[src/rtl/dma_cpu_bus_master.sv]
// CPU-side programming master for the 8237A register interface.
// Turns one request into one or three CS_N/IOR_N/IOW_N byte cycles.
module dma_cpu_bus_master #(
    parameter int SETUP_CYC  = 1,
    parameter int STROBE_CYC = 2,
    parameter int HOLD_CYC   = 1
) (
    input  logic        CLK,
    input  logic        RESET_N,
    input  logic        REQ_VALID,
    output logic        REQ_READY,
    input  logic        REQ_WRITE,
    input  logic [3:0]  REQ_ADDR,
    input  logic        REQ_WIDE,
    input  logic [15:0] REQ_WDATA,
    output logic        RSP_VALID,
    output logic [15:0] RSP_RDATA,
    output logic        RSP_ERR,
    input  logic        HLDA,
    output logic        CS_N,
    output logic        IOR_N,
    output logic        IOW_N,
    output logic [3:0]  ADDR_L,
    output logic [7:0]  DB_OUT,
    output logic        DB_OE,
    input  logic [7:0]  DB_IN
);

    typedef enum logic [2:0] {
        S_IDLE,
        S_WAIT_BUS,
        S_SETUP,
        S_STROBE,
        S_HOLD,
        S_GAP,
        S_RESP
    } state_t;

    localparam logic [7:0] L_SETUP  = 8'(SETUP_CYC - 1);
    localparam logic [7:0] L_STROBE = 8'(STROBE_CYC - 1);
    localparam logic [7:0] L_HOLD   = 8'(HOLD_CYC - 1);

    state_t      r_state;
    state_t      w_next;
    logic [7:0]  r_cnt;
    logic [1:0]  r_idx;
    logic [1:0]  r_last;
    logic        r_write;
    logic        r_wide;
    logic        r_err;
    logic        r_armed;
    logic [3:0]  r_addr;
    logic [15:0] r_wdata;
    logic [15:0] r_rdata;

    logic        w_accept;
    logic        w_busy;
    logic        w_abort;
    logic        w_done;
    logic        w_cbp;
    logic        w_hi;
    logic        w_bwr;
    logic [3:0]  w_baddr;
    logic [7:0]  w_bdata;

    assign w_accept = REQ_VALID && REQ_READY;
    assign w_busy   = (r_state == S_SETUP) || (r_state == S_STROBE) ||
                      (r_state == S_HOLD);
    assign w_abort  = w_busy && HLDA;

    // Byte 0 of a wide access is the clear-byte-pointer write.
    assign w_cbp   = r_wide && (r_idx == 2'd0);
    assign w_hi    = r_wide && (r_idx == 2'd2);
    assign w_bwr   = w_cbp || r_write;
    assign w_baddr = w_cbp ? 4'hC : r_addr;
    assign w_bdata = w_cbp ? 8'h00 :
                     w_hi  ? r_wdata[15:8] : r_wdata[7:0];

    always_comb begin
        w_done = 1'b0;
        case (r_state)
            S_SETUP:  w_done = (r_cnt == L_SETUP);
            S_STROBE: w_done = (r_cnt == L_STROBE);
            S_HOLD:   w_done = (r_cnt == L_HOLD);
            default:  w_done = 1'b0;
        endcase
    end

    always_comb begin
        w_next = r_state;
        case (r_state)
            S_IDLE: begin
                if (w_accept)
                    w_next = HLDA ? S_WAIT_BUS : S_SETUP;
            end
            S_WAIT_BUS: begin
                if (!HLDA)
                    w_next = S_SETUP;
            end
            S_SETUP: begin
                if (w_abort)
                    w_next = S_RESP;
                else if (w_done)
                    w_next = S_STROBE;
            end
            S_STROBE: begin
                if (w_abort)
                    w_next = S_RESP;
                else if (w_done)
                    w_next = S_HOLD;
            end
            S_HOLD: begin
                if (w_abort)
                    w_next = S_RESP;
                else if (w_done)
                    w_next = (r_idx == r_last) ? S_RESP : S_GAP;
            end
            S_GAP: begin
                w_next = HLDA ? S_WAIT_BUS : S_SETUP;
            end
            S_RESP: begin
                w_next = S_IDLE;
            end
            default: begin
                w_next = S_IDLE;
            end
        endcase
    end

    always_ff @(posedge CLK or negedge RESET_N) begin
        if (!RESET_N) begin
            r_state <= S_IDLE;
            r_cnt   <= 8'd0;
            r_idx   <= 2'd0;
            r_last  <= 2'd0;
            r_write <= 1'b0;
            r_wide  <= 1'b0;
            r_err   <= 1'b0;
            r_armed <= 1'b0;
            r_addr  <= 4'd0;
            r_wdata <= 16'd0;
            r_rdata <= 16'd0;
        end else begin
            r_state <= w_next;
            r_armed <= 1'b1;
            if (w_next != r_state)
                r_cnt <= 8'd0;
            else if (w_busy)
                r_cnt <= r_cnt + 8'd1;
            if (w_accept) begin
                r_write <= REQ_WRITE;
                r_addr  <= REQ_ADDR;
                r_wdata <= REQ_WDATA;
                r_wide  <= REQ_WIDE && !REQ_ADDR[3];
                r_last  <= (REQ_WIDE && !REQ_ADDR[3]) ? 2'd2 : 2'd0;
                r_idx   <= 2'd0;
                r_err   <= 1'b0;
                r_rdata <= 16'd0;
            end
            if (r_state == S_HOLD && w_next == S_GAP)
                r_idx <= r_idx + 2'd1;
            // Read data is taken on the closing edge of the strobe.
            if (r_state == S_STROBE && w_done && !w_abort && !w_bwr) begin
                if (w_hi)
                    r_rdata[15:8] <= DB_IN;
                else
                    r_rdata[7:0] <= DB_IN;
            end
            if (w_abort) begin
                r_err   <= 1'b1;
                r_rdata <= 16'd0;
            end
        end
    end

    assign REQ_READY = (r_state == S_IDLE) && r_armed;
    assign CS_N      = !w_busy;
    assign IOR_N     = !((r_state == S_STROBE) && !w_bwr);
    assign IOW_N     = !((r_state == S_STROBE) && w_bwr);
    assign ADDR_L    = w_busy ? w_baddr : 4'h0;
    assign DB_OUT    = (w_busy && w_bwr) ? w_bdata : 8'h00;
    assign DB_OE     = w_busy && w_bwr;
    assign RSP_VALID = (r_state == S_RESP);
    assign RSP_RDATA = (r_state == S_RESP) ? r_rdata : 16'h0000;
    assign RSP_ERR   = (r_state == S_RESP) && r_err;

endmodule
[config.mk]
export PLATFORM = sky130hd
export DESIGN_NAME = dma_cpu_bus_master
export DESIGN_NICKNAME = d
export VERILOG_FILES = /design/src/rtl/dma_cpu_bus_master.sv
export SDC_FILE = /design/constraint.sdc
export NUM_CORES = 1
export LEC_CHECK = 0
export ABC_AREA = 1
export ABC_CLOCK_PERIOD_IN_PS = 2700
export BUFFER_PORTS_ARGS = -buffer_cell sky130_fd_sc_hd__buf_2
export CAP_MARGIN = 20
export CORE_MARGIN = 8
export CORE_UTILIZATION = 53
export DETAILED_ROUTE_END_ITERATION = 8
export HOLD_SLACK_MARGIN = 0.12
export PLACE_DENSITY_LB_ADDON = 0.2
export SLEW_MARGIN = 20
export SYNTH_ARGS = -nofsm -noshare
export SYNTH_HDL_FRONTEND = slang
export SYNTH_SLANG_ARGS = --single-unit
[constraint.sdc]
create_clock -name CLK -period 2.7 [get_ports CLK]
set_clock_uncertainty 0.1 [all_clocks]
set_input_delay 0.135 -clock CLK [delete_from_list [all_inputs] [get_ports CLK]]
set_output_delay 0.135 -clock CLK [all_outputs]
set_load 0.1 [all_outputs]
==> impl_metrics.ini, run 1 <==
[timing]
fmax_ghz = 0.3941
rsz0062_at_grt = false
drv_slew = 0
setup_ws_ns = 0.1628
timing.final.crit_share = 0.9397
setup_viol = 0
whs_ns = 0.1857
slew_headroom = 0.5887
period_needed_ns = 2.537
setup_tns_ns = 0
finalHoldViolCount = 0
tightest_slew_ns = 0.6163

[synthesis]
synth_area_um2 = 2803
synthCells = 367
ys_seq_area_frac = 0.4732
synthDistinctLibCells = 30
synthTopCellsByArea = dfrtp_1 47%, nand2_1 15%, nand3_1 6.4%
ys_ff_latch = 53
synth_top_area_share = 0.4732
yosysTopAreaCell = dfrtp_1
synth_area_per_cell_um2 = 7.637
syn_nets = 406
yosys_warnings = 0

[floorplan]
die_x_um = 88.72
core-area_um2 = 5107
ioPinCount = 69
die_area_um2 = 7871
fp.dieH_um = 88.72
initial_core_util = 0.5488
rows = 26

[detailed_routing]
ant_nets = 0
drc_errors = 0
first_pass_iters = 4
viasPerCell = 5.128
met1_length_mm = 3.370
wl_met3_um = 498
finalWirelength_mm = 8.009
avgRoutedWirePerCell_um = 14.80
drt-initial-drc-count = 148
dr_wl_met2_mm = 4.013
vias = 2774
maxUsedRoutingLayer = met4

[flow_run]
drv_cap = 0

[status]
outcome = finished, final reports clean

[grt]
grt_pass1_wl_mm = 13.46
grt_pass1_vias = 2830
grt_usage = 0.2197
grt_max_degree = 38
antenna_found_initial = 0
overflow = 0

[cts]
cts_buffer_depth = 2
htreeDepth = 2
clkTransAtPathRegs_ns = 0.09
cts_tree = done
clkSinkCount = 53
worstSkewPairLatency_ns = 0.31
ctsRootBufferMaster = clkbuf_8
post_cts_buffers = 0
cts_buffers = 5

[layout]
area_delta_synth_final_pct = 38.75
nets = 509
drive_above_1_share = 0.2994
antenna_cells = 0
fillers = 420

[placed_design]
post-place-ws_ns = 0.3150
numPortBuffers = 68
dp_hpwl_mm = 5.462
gp_congestion = 0.9070

[pwr]
powerDensity_nw_per_um2 = 910.8
peakVddDrop_mv = 0.6870
power_mw = 3.542
leakagePower_nw = 1.859

[setup_path]
r2r-start = r_state[0]
cp_data_required_time_ns = 2.47
path_class = register to primary output
reg2reg_to = r_cnt[0]
r2r_slack_ns = 0.28
worstSetupStartpointType = register
critPathCaptureType = primary output
r2r_cells = 10
crit_fanout = 11
crit_arrival_ns = 2.30

[worst_hold_path]
hold_class = primary input to async pin
[registers in the layout, indices dropped and copies added, names as in the netlist, 2 cells and up]
| name | flops |
|---|---|
| r_state | 3 |
| r_idx | 2 |
| r_wdata | 16 |
| r_cnt | 8 |
| r_rdata | 16 |
| r_addr | 4 |
[cells in the final DEF (no fill, tap or decap), drive strengths merged, types with 2 or more instances in the layout]
master / instances
a21oi: 29
buf: 74
clkinv: 2
inv: 40
dlygate4sd3: 33
nand2: 115
clkbuf: 7
nand3: 39
o21ai: 9
dfrtp: 53
nor3: 3
nor2: 46
ha: 5
nand4: 3
xor2: 7
[logic make-up after synthesis]
| logic type | Yosys count | share of synthesized area |
|---|---|---|
| xor+xnor | 7 | 0.02188 |
| other cells | 1 | 0.001338 |
| simple gates | 208 | 0.3281 |
| flops | 53 | 0.4732 |
| compound gates | 41 | 0.08215 |
| fa+ha+maj | 5 | 0.02232 |
| buf+inv | 52 | 0.07098 |
[per-stage QoR]
step / area [um2] / instances / utilization
6_report: 3889 / 541 / 0.7614
3_5_place_dp: 3457 / 500 / 0.6769
2_1_floorplan: 3037 / 367 / -
5_1_grt: 3889 / 541 / 0.7614
3_3_place_gp: 3457 / 500 / 0.6769
4_1_cts: 3889 / 541 / 0.7614
[Yosys cell counts]
master     count
conb_1         1
buf_4          1
xor2_1         7
nand4_1        3
dfrtp_1       53
clkbuf_1       9
nand3_2        3
nand2_4        1
buf_1          1
and3_1         1
o21ai_0        8
a22o_1         1
a21oi_2        1
nor3_1         3
nor2_4         2
inv_1         33
nand2_2        3
nor2_1        33
nor2_2        11
o21ai_1        1
nand3b_1       1
a21oi_1       27
o2111ai_1      1
o211ai_1       1
nand2_1      111
nand3_1       36
inv_2          7
clkinv_1       1
ha_1           5
a21oi_4        1
[what timing repair did]
action,4_1_cts,5_1_grt
resized for setup,0,0
hold buffers,33,0
hold endpoints to repair,55,0
[worst max-delay path: stages, from the launching register on]
cell	delay, ns
dfrtp_1	0.48
nor2_2	0.21
nand2_1	0.13
inv_2	0.11
nor2_2	0.12
nor2_4	0.20
nand2_8	0.13
a21oi_4	0.14
buf_2	0.44
[how the worst max path moves through the flow]
| stage | cells past startpoint | start | end | slack (ns) |
|---|---|---|---|---|
| floorplan | 4 | r_state[0] | RSP_RDATA[10] | 0.03 |
| global placement | 10 | r_state[0] | r_cnt[7] | 0.40 |
| detailed placement | 10 | r_state[0] | r_cnt[5] | 0.32 |
| CTS | 8 | r_state[0] | DB_OUT[3] | 0.17 |
| global route | 10 | r_state[0] | r_cnt[0] | 0.02 |
| finish | 8 | r_state[0] | DB_OUT[5] | 0.16 |
[layout make-up]
class	count	area, um2	area share
Timing Repair Buffer	107	715.7	0.1840
Tap cell	70	87.58	0.02252
Sequential cell	53	1326	0.3411
Clock buffer	7	96.34	0.02477
Inverter	41	158.9	0.04086
Multi-Input combinational cell	262	1499	0.3855
Clock inverter	1	5.005	0.001287
[power by group]
group	total (mW)	leakage [nW]	switching, mW	internal [mW]
Sequential	1.13	0.696	0.133	0.995
Combinational	1.92	1.11	1.46	0.458
Clock	0.490	0.0542	0.258	0.232
[layer usage]
layer | vias to the layer above | track usage
met5 | - | 0
met4 | 0 | 0.06759
met3 | 9 | 0.05107
met2 | 81 | 0.3720
met1 | 1328 | 0.2686
li1 | 1356 | -
Power figures use the tool's default switching activity.
==> inputs of run 2 (changes only) <==
--- a/config.mk
+++ b/config.mk
@@ -9,6 +9,7 @@
 export ABC_CLOCK_PERIOD_IN_PS = 2700
 export BUFFER_PORTS_ARGS = -buffer_cell sky130_fd_sc_hd__buf_2
 export CAP_MARGIN = 20
+export CORE_ASPECT_RATIO = 0.5
 export CORE_MARGIN = 8
 export CORE_UTILIZATION = 53
 export DETAILED_ROUTE_END_ITERATION = 8
==> impl_metrics.ini, run 2 (synthesized netlist as in run 1, its figures left out) <==
[pwr]
clkPwrFrac = 0.154
switchingPower_mw = 1.839
peakVddDrop_mv = 0.6710
seqPwrFrac = 0.318
powerDensity_nw_per_um2 = 920.7
leakagePower_nw = 1.863
combinationalPowerShare = 0.528
switching_share = 0.5116
internal-power_mw = 1.755

[setup_path]
r2r_slack_ns = 0.27
crit_arrival_ns = 2.27
path_class = register to primary output
reg2reg_to = r_cnt[4]
cp_data_required_time_ns = 2.47
critPathCaptureType = primary output
r2r_cells = 10
critPathLaunch = r_state[0]
crit_fanout = 11
r2r-start = r_state[0]
worstSetupStartpointType = register

[detailed_routing]
ant_nets = 0
avgRoutedWirePerCell_um = 14.48
finalWirelength_mm = 7.835
viasPerCell = 5.128
vias = 2774
drc_errors = 0
drt-initial-drc-count = 204
first_pass_iters = 5

[cts]
clkSinkCount = 53
clkTransAtPathRegs_ns = 0.09
htreeDepth = 2
cts_hold_buf = 33
post_cts_buffers = 0
cts_buffers = 5
cts_buffer_depth = 2
worstSkewPairLatency_ns = 0.30
cts_tree = done
cts_resized = 0
ctsRootBufferMaster = clkbuf_8

[timing]
setup_viol = 0
fmax_ghz = 0.3987
period_needed_ns = 2.508
drv_slew = 0
slew_headroom = 0.5531
tightest_slew_ns = 0.6703
finalHoldViolCount = 0
setup_tns_ns = 0
setup_ws_ns = 0.1920
rsz0062_at_grt = false
timing.final.crit_share = 0.9289

[flow_run]
drv_cap = 0

[layout]
nets = 509
fillers = 355
layout_commonest_cell = nand2_1
fin_util = 0.7808
drive_above_1_share = 0.2972
largestRegisters = r_rdata: 16 flops, r_wdata: 16 flops, r_cnt: 8 flops
final_cell_mix = 110 x nand2_1, 68 x buf_2, 53 x dfrtp_1, 36 x nand3_1
antenna_cells = 0
area_delta_synth_final_pct = 39.29

[grt]
overflow = 0
antenna_found_initial = 0
grt_pass1_vias = 2798
grt_usage = 0.2006
grt_pass1_wl_mm = 13.14
grt_max_degree = 54

[status]
outcome = finished, final reports clean

[worst_hold_path]
hold_depth = 7
hold_start = REQ_VALID
hold_end = r_state[0]
hold_class = primary input to register

[floorplan]
initial_core_util = 0.5606
rows = 18
die_area_um2 = 8012
ioPinCount = 69
die_x_um = 118.8
core-area_um2 = 5000
fp.dieH_um = 67.42

[placed_design]
post-place-ws_ns = 0.2881
numPortBuffers = 68
gp_congestion = 0.8756
dp_hpwl_mm = 5.548
-- run 2: worst max-delay path: stages (launching register included) --
cell     delay (ns)
dfrtp_1        0.48
nor2_2         0.20
nand2_1        0.13
inv_2          0.11
nor2_2         0.13
nor2_4         0.20
nand2_8        0.13
a21oi_4        0.14
buf_2          0.44
-- run 2: how the worst max path moves through the flow --
stage | end | slack (ns) | cells after the start
after floorplan | RSP_RDATA[10] | 0.03 | 4
after global routing | r_cnt[7] | 0.04 | 10
after detailed placement | r_cnt[7] | 0.29 | 10
after global placement | r_cnt[4] | 0.43 | 10
final | DB_OUT[7] | 0.19 | 8
after CTS | DB_OUT[4] | 0.19 | 8
-- run 2: per-stage QoR --
step / std cells / hold slack (ns) / cell area, um2 / total power, mW
5_1_grt: 541 / 0.3814 / 3904 / 3.817
2_1_floorplan: 367 / -0.2606 / 3037 / 2.650
4_1_cts: 541 / 0.3378 / 3904 / 3.604
3_5_place_dp: 500 / 0.1997 / 3457 / 3.001
6_report: 541 / 0.3523 / 3904 / 3.594
3_3_place_gp: 500 / 0.1866 / 3457 / 2.972
-- run 2: cell type report --
type	instances	area [um2]	share of cell area
well taps	70	87.58	0.02244
inverters	41	158.9	0.04071
clock buffers	7	86.33	0.02212
multi-input cells	262	1499	0.3840
flip-flops and latches	53	1326	0.3397
repair buffers	107	715.7	0.1833
clock inverters	1	30.03	0.007692
-- run 2: metal layers --
metal,track usage,up-vias,share of wire
met5,0,-,0
met4,0.05148,0,0.012
met3,0.05657,11,0.063
met2,0.3613,97,0.49
met1,0.2378,1307,0.43
li1,-,1359,-
-- run 2: power groups by stage --
stage / sequential (mW) / combinational [mW] / clock (mW)
final: 1.14 / 1.90 / 0.554
after global routing: 1.16 / 2.05 / 0.598
after CTS: 1.14 / 1.90 / 0.568
after detailed placement: 1.15 / 1.85 / 0
after global placement: 1.15 / 1.83 / 0
after floorplan: 1.11 / 1.54 / 0
==> inputs of run 3 (changes only) <==
--- a/config.mk
+++ b/config.mk
@@ -5,13 +5,11 @@
 export SDC_FILE = /design/constraint.sdc
 export NUM_CORES = 1
 export LEC_CHECK = 0
-export ABC_AREA = 1
 export ABC_CLOCK_PERIOD_IN_PS = 2700
 export BUFFER_PORTS_ARGS = -buffer_cell sky130_fd_sc_hd__buf_2
 export CAP_MARGIN = 20
-export CORE_ASPECT_RATIO = 0.5
 export CORE_MARGIN = 8
-export CORE_UTILIZATION = 53
+export CORE_UTILIZATION = 54
 export DETAILED_ROUTE_END_ITERATION = 8
 export HOLD_SLACK_MARGIN = 0.12
 export PLACE_DENSITY_LB_ADDON = 0.2
==> impl_metrics.ini, run 3 <==
[synthesis]
synth_area_per_cell_um2 = 10.10
synth_area_um2 = 2908
synth.most_common_cell = dfrtp_1
yosys_warnings = 0
yosysTopAreaCell = dfrtp_1
ys_seq_area_frac = 0.4561
synth_common_cells = 53 x dfrtp_1, 37 x nand2_1, 21 x mux2_2, 20 x and2_1, 18 x nand3_1
syn_nets = 327
synth-edff-count = 0
synthDistinctLibCells = 48
synth_top_area_share = 0.4561
synthTopCellsByArea = dfrtp_1 46%, mux2_2 8.1%, nand2_1 4.8%
async_flop_share = 1.000
ys.flop_type = dfrtp_1
synthCells = 288
ys_ff_latch = 53

[grt]
antenna_found_initial = 0
grt_pass1_vias = 2655
grt_pass1_wl_mm = 13.35
grt_usage = 0.2199
grt_max_degree = 33
overflow = 0

[layout]
final_cell_mix = 53 x dfrtp_1, 41 x buf_2, 37 x nand2_1, 31 x dlygate4sd3_1, 21 x mux2_2
finalNonFillerCells = 457
fin_util = 0.7914
regArea_um2 = 1326
largestRegisters = r_rdata: 16 flops, r_wdata: 16 flops, r_cnt: 8 flops
design_area_um2 = 4068
nets = 425
area_delta_synth_final_pct = 39.89
antenna_cells = 0
fillers = 330
multi_input_area_um2 = 1486
layout_commonest_cell = dfrtp_1
drive_above_1_share = 0.3411

[cts]
clkSinkCount = 53
clkTransAtPathRegs_ns = 0.09
worstSkewPairLatency_ns = 0.31
cts_buffers = 5
post_cts_buffers = 0
ctsRootBufferMaster = clkbuf_8
cts_buffer_depth = 2
htreeDepth = 2
cts_tree = done

[pwr]
leakagePower_nw = 1.936
peakVddDrop_mv = 1.109
powerDensity_nw_per_um2 = 1017

[detailed_routing]
drt-initial-drc-count = 174
drc_errors = 0
viasPerCell = 5.532
vias = 2528
avgRoutedWirePerCell_um = 17.60
first_pass_iters = 4
finalWirelength_mm = 8.045
ant_nets = 0

[worst_hold_path]
hold_class = primary input to register
hold_depth = 3
hold_start = HLDA

[status]
outcome = finished, final reports clean

[timing]
fmax_ghz = 0.3887
slew_headroom = 0.6210
setup_viol = 0
rsz0062_at_grt = false
setup_ws_ns = 0.1272
whs_ns = 0.1723
finalHoldViolCount = 0
timing.final.crit_share = 0.9529
tightest_slew_ns = 0.5684
period_needed_ns = 2.573
drv_slew = 0

[floorplan]
rows = 26
ioPinCount = 69
core-area_um2 = 5140
fp.dieH_um = 89.38
die_area_um2 = 7989
die_x_um = 89.38
initial_core_util = 0.5657

[setup_path]
crit_fanout = 12
critPathLaunch = r_state[1]
slowest_delay_ns = 0.52
path_class = register to primary output
r2r-start = r_cnt[2]
worstSetupStartpointType = register
critPathCaptureType = primary output
crit_slowest_cell = dfrtp_1
crit_chain = nor2b_2 -> or2_2 -> buf_4 -> inv_1 -> buf_2
crit_arrival_ns = 2.34
cp_data_required_time_ns = 2.47
r2r_cells = 5

[placed_design]
gp_congestion = 0.8549
place_inst = 418
post_dp_cell_area_um2 = 3616
post-place-ws_ns = 0.1616
dp_hpwl_mm = 5.307
numPortBuffers = 68

[flow_run]
drv_cap = 0
==> run 3: cell count changes after synthesis, sizes merged, moves of 3 or more <==
cell    change
nand2      -77
nor2       -37
inv        -30
mux2       +24
and2       +21
nand3      -21
a21oi      -14
mux2i      +13
a211oi     +10
and3        +7
buf         +4
or2         +4
clkbuf      +3
==> run 3: cell type report <==
type | instances | share of cell area
Inverter | 10 | 0.009228
Timing Repair Buffer | 109 | 0.2504
Tap cell | 70 | 0.02153
Clock inverter | 2 | 0.009536
Clock buffer | 6 | 0.01784
Sequential cell | 53 | 0.3261
Multi-Input combinational cell | 207 | 0.3654
==> run 3: timing repair <==
| item | in CTS | in global routing |
|---|---|---|
| hold buffers | 31 | 0 |
| resized for setup | 7 | 4 |
| endpoints found under the setup margin | 7 | 12 |
| hold endpoints to repair | 59 | 0 |
==> run 3: path summary, 6_finish.rpt <==
| kind | end | slack [ns] |
|---|---|---|
| worst max-delay path | CS_N | 0.13 |
| worst min-delay path | r_state[2] | 0.17 |
| worst max register to register | r_rdata[15] | 0.16 |
| worst min register to register | r_err | 0.39 |
| max in group asynchronous | r_err | 1.48 |
| min in group asynchronous | r_wdata[8] | 0.23 |
==> run 3: worst max-delay path: cells and delay by family, from the launching register on <==
family                 cells  cell delay [ns]
buffers and inverters      3             0.92
flip-flops                 1             0.52
AND/OR/NAND/NOR            2             0.59
==> run 3: power by group <==
part | internal [mW] | leakage, nW | total (mW) | switching [mW]
Sequential | 1.02 | 0.685 | 1.20 | 0.184
Clock | 0.279 | 0.0554 | 0.556 | 0.277
Combinational | 0.685 | 1.20 | 2.38 | 1.69
==> run 3: cell families after synthesis <==
| family | synth area share |
|---|---|
| buffers and inverters | 0.04518 |
| AOI/OAI and AO/OA | 0.09811 |
| muxes | 0.1403 |
| xor gates and xnor gates | 0.02711 |
| and+or+nand+nor | 0.2104 |
| adders and majority gates | 0.02151 |
| other | 0.001290 |
| DFF | 0.4561 |
==> run 3: per-layer routing <==
layer / track usage / up-vias / routed length (um) / part of all wire
li1: - / 1193 / - / -
met2: 0.3751 / 93 / 4088 / 0.51
met1: 0.2601 / 1228 / 3238 / 0.40
met3: 0.05882 / 14 / 559 / 0.069
met4: 0.07553 / 0 / 159 / 0.020
met5: 0 / - / 0 / 0
==> run 3: per-stage QoR <==
| stage | TNS [ns] | total power [mW] |
|---|---|---|
| floorplan | -9.611 | 2.962 |
| detailed placement | 0 | 3.457 |
| CTS | 0 | 4.059 |
| global placement | 0 | 3.381 |
| finish | 0 | 4.137 |
| global route | 0 | 4.337 |
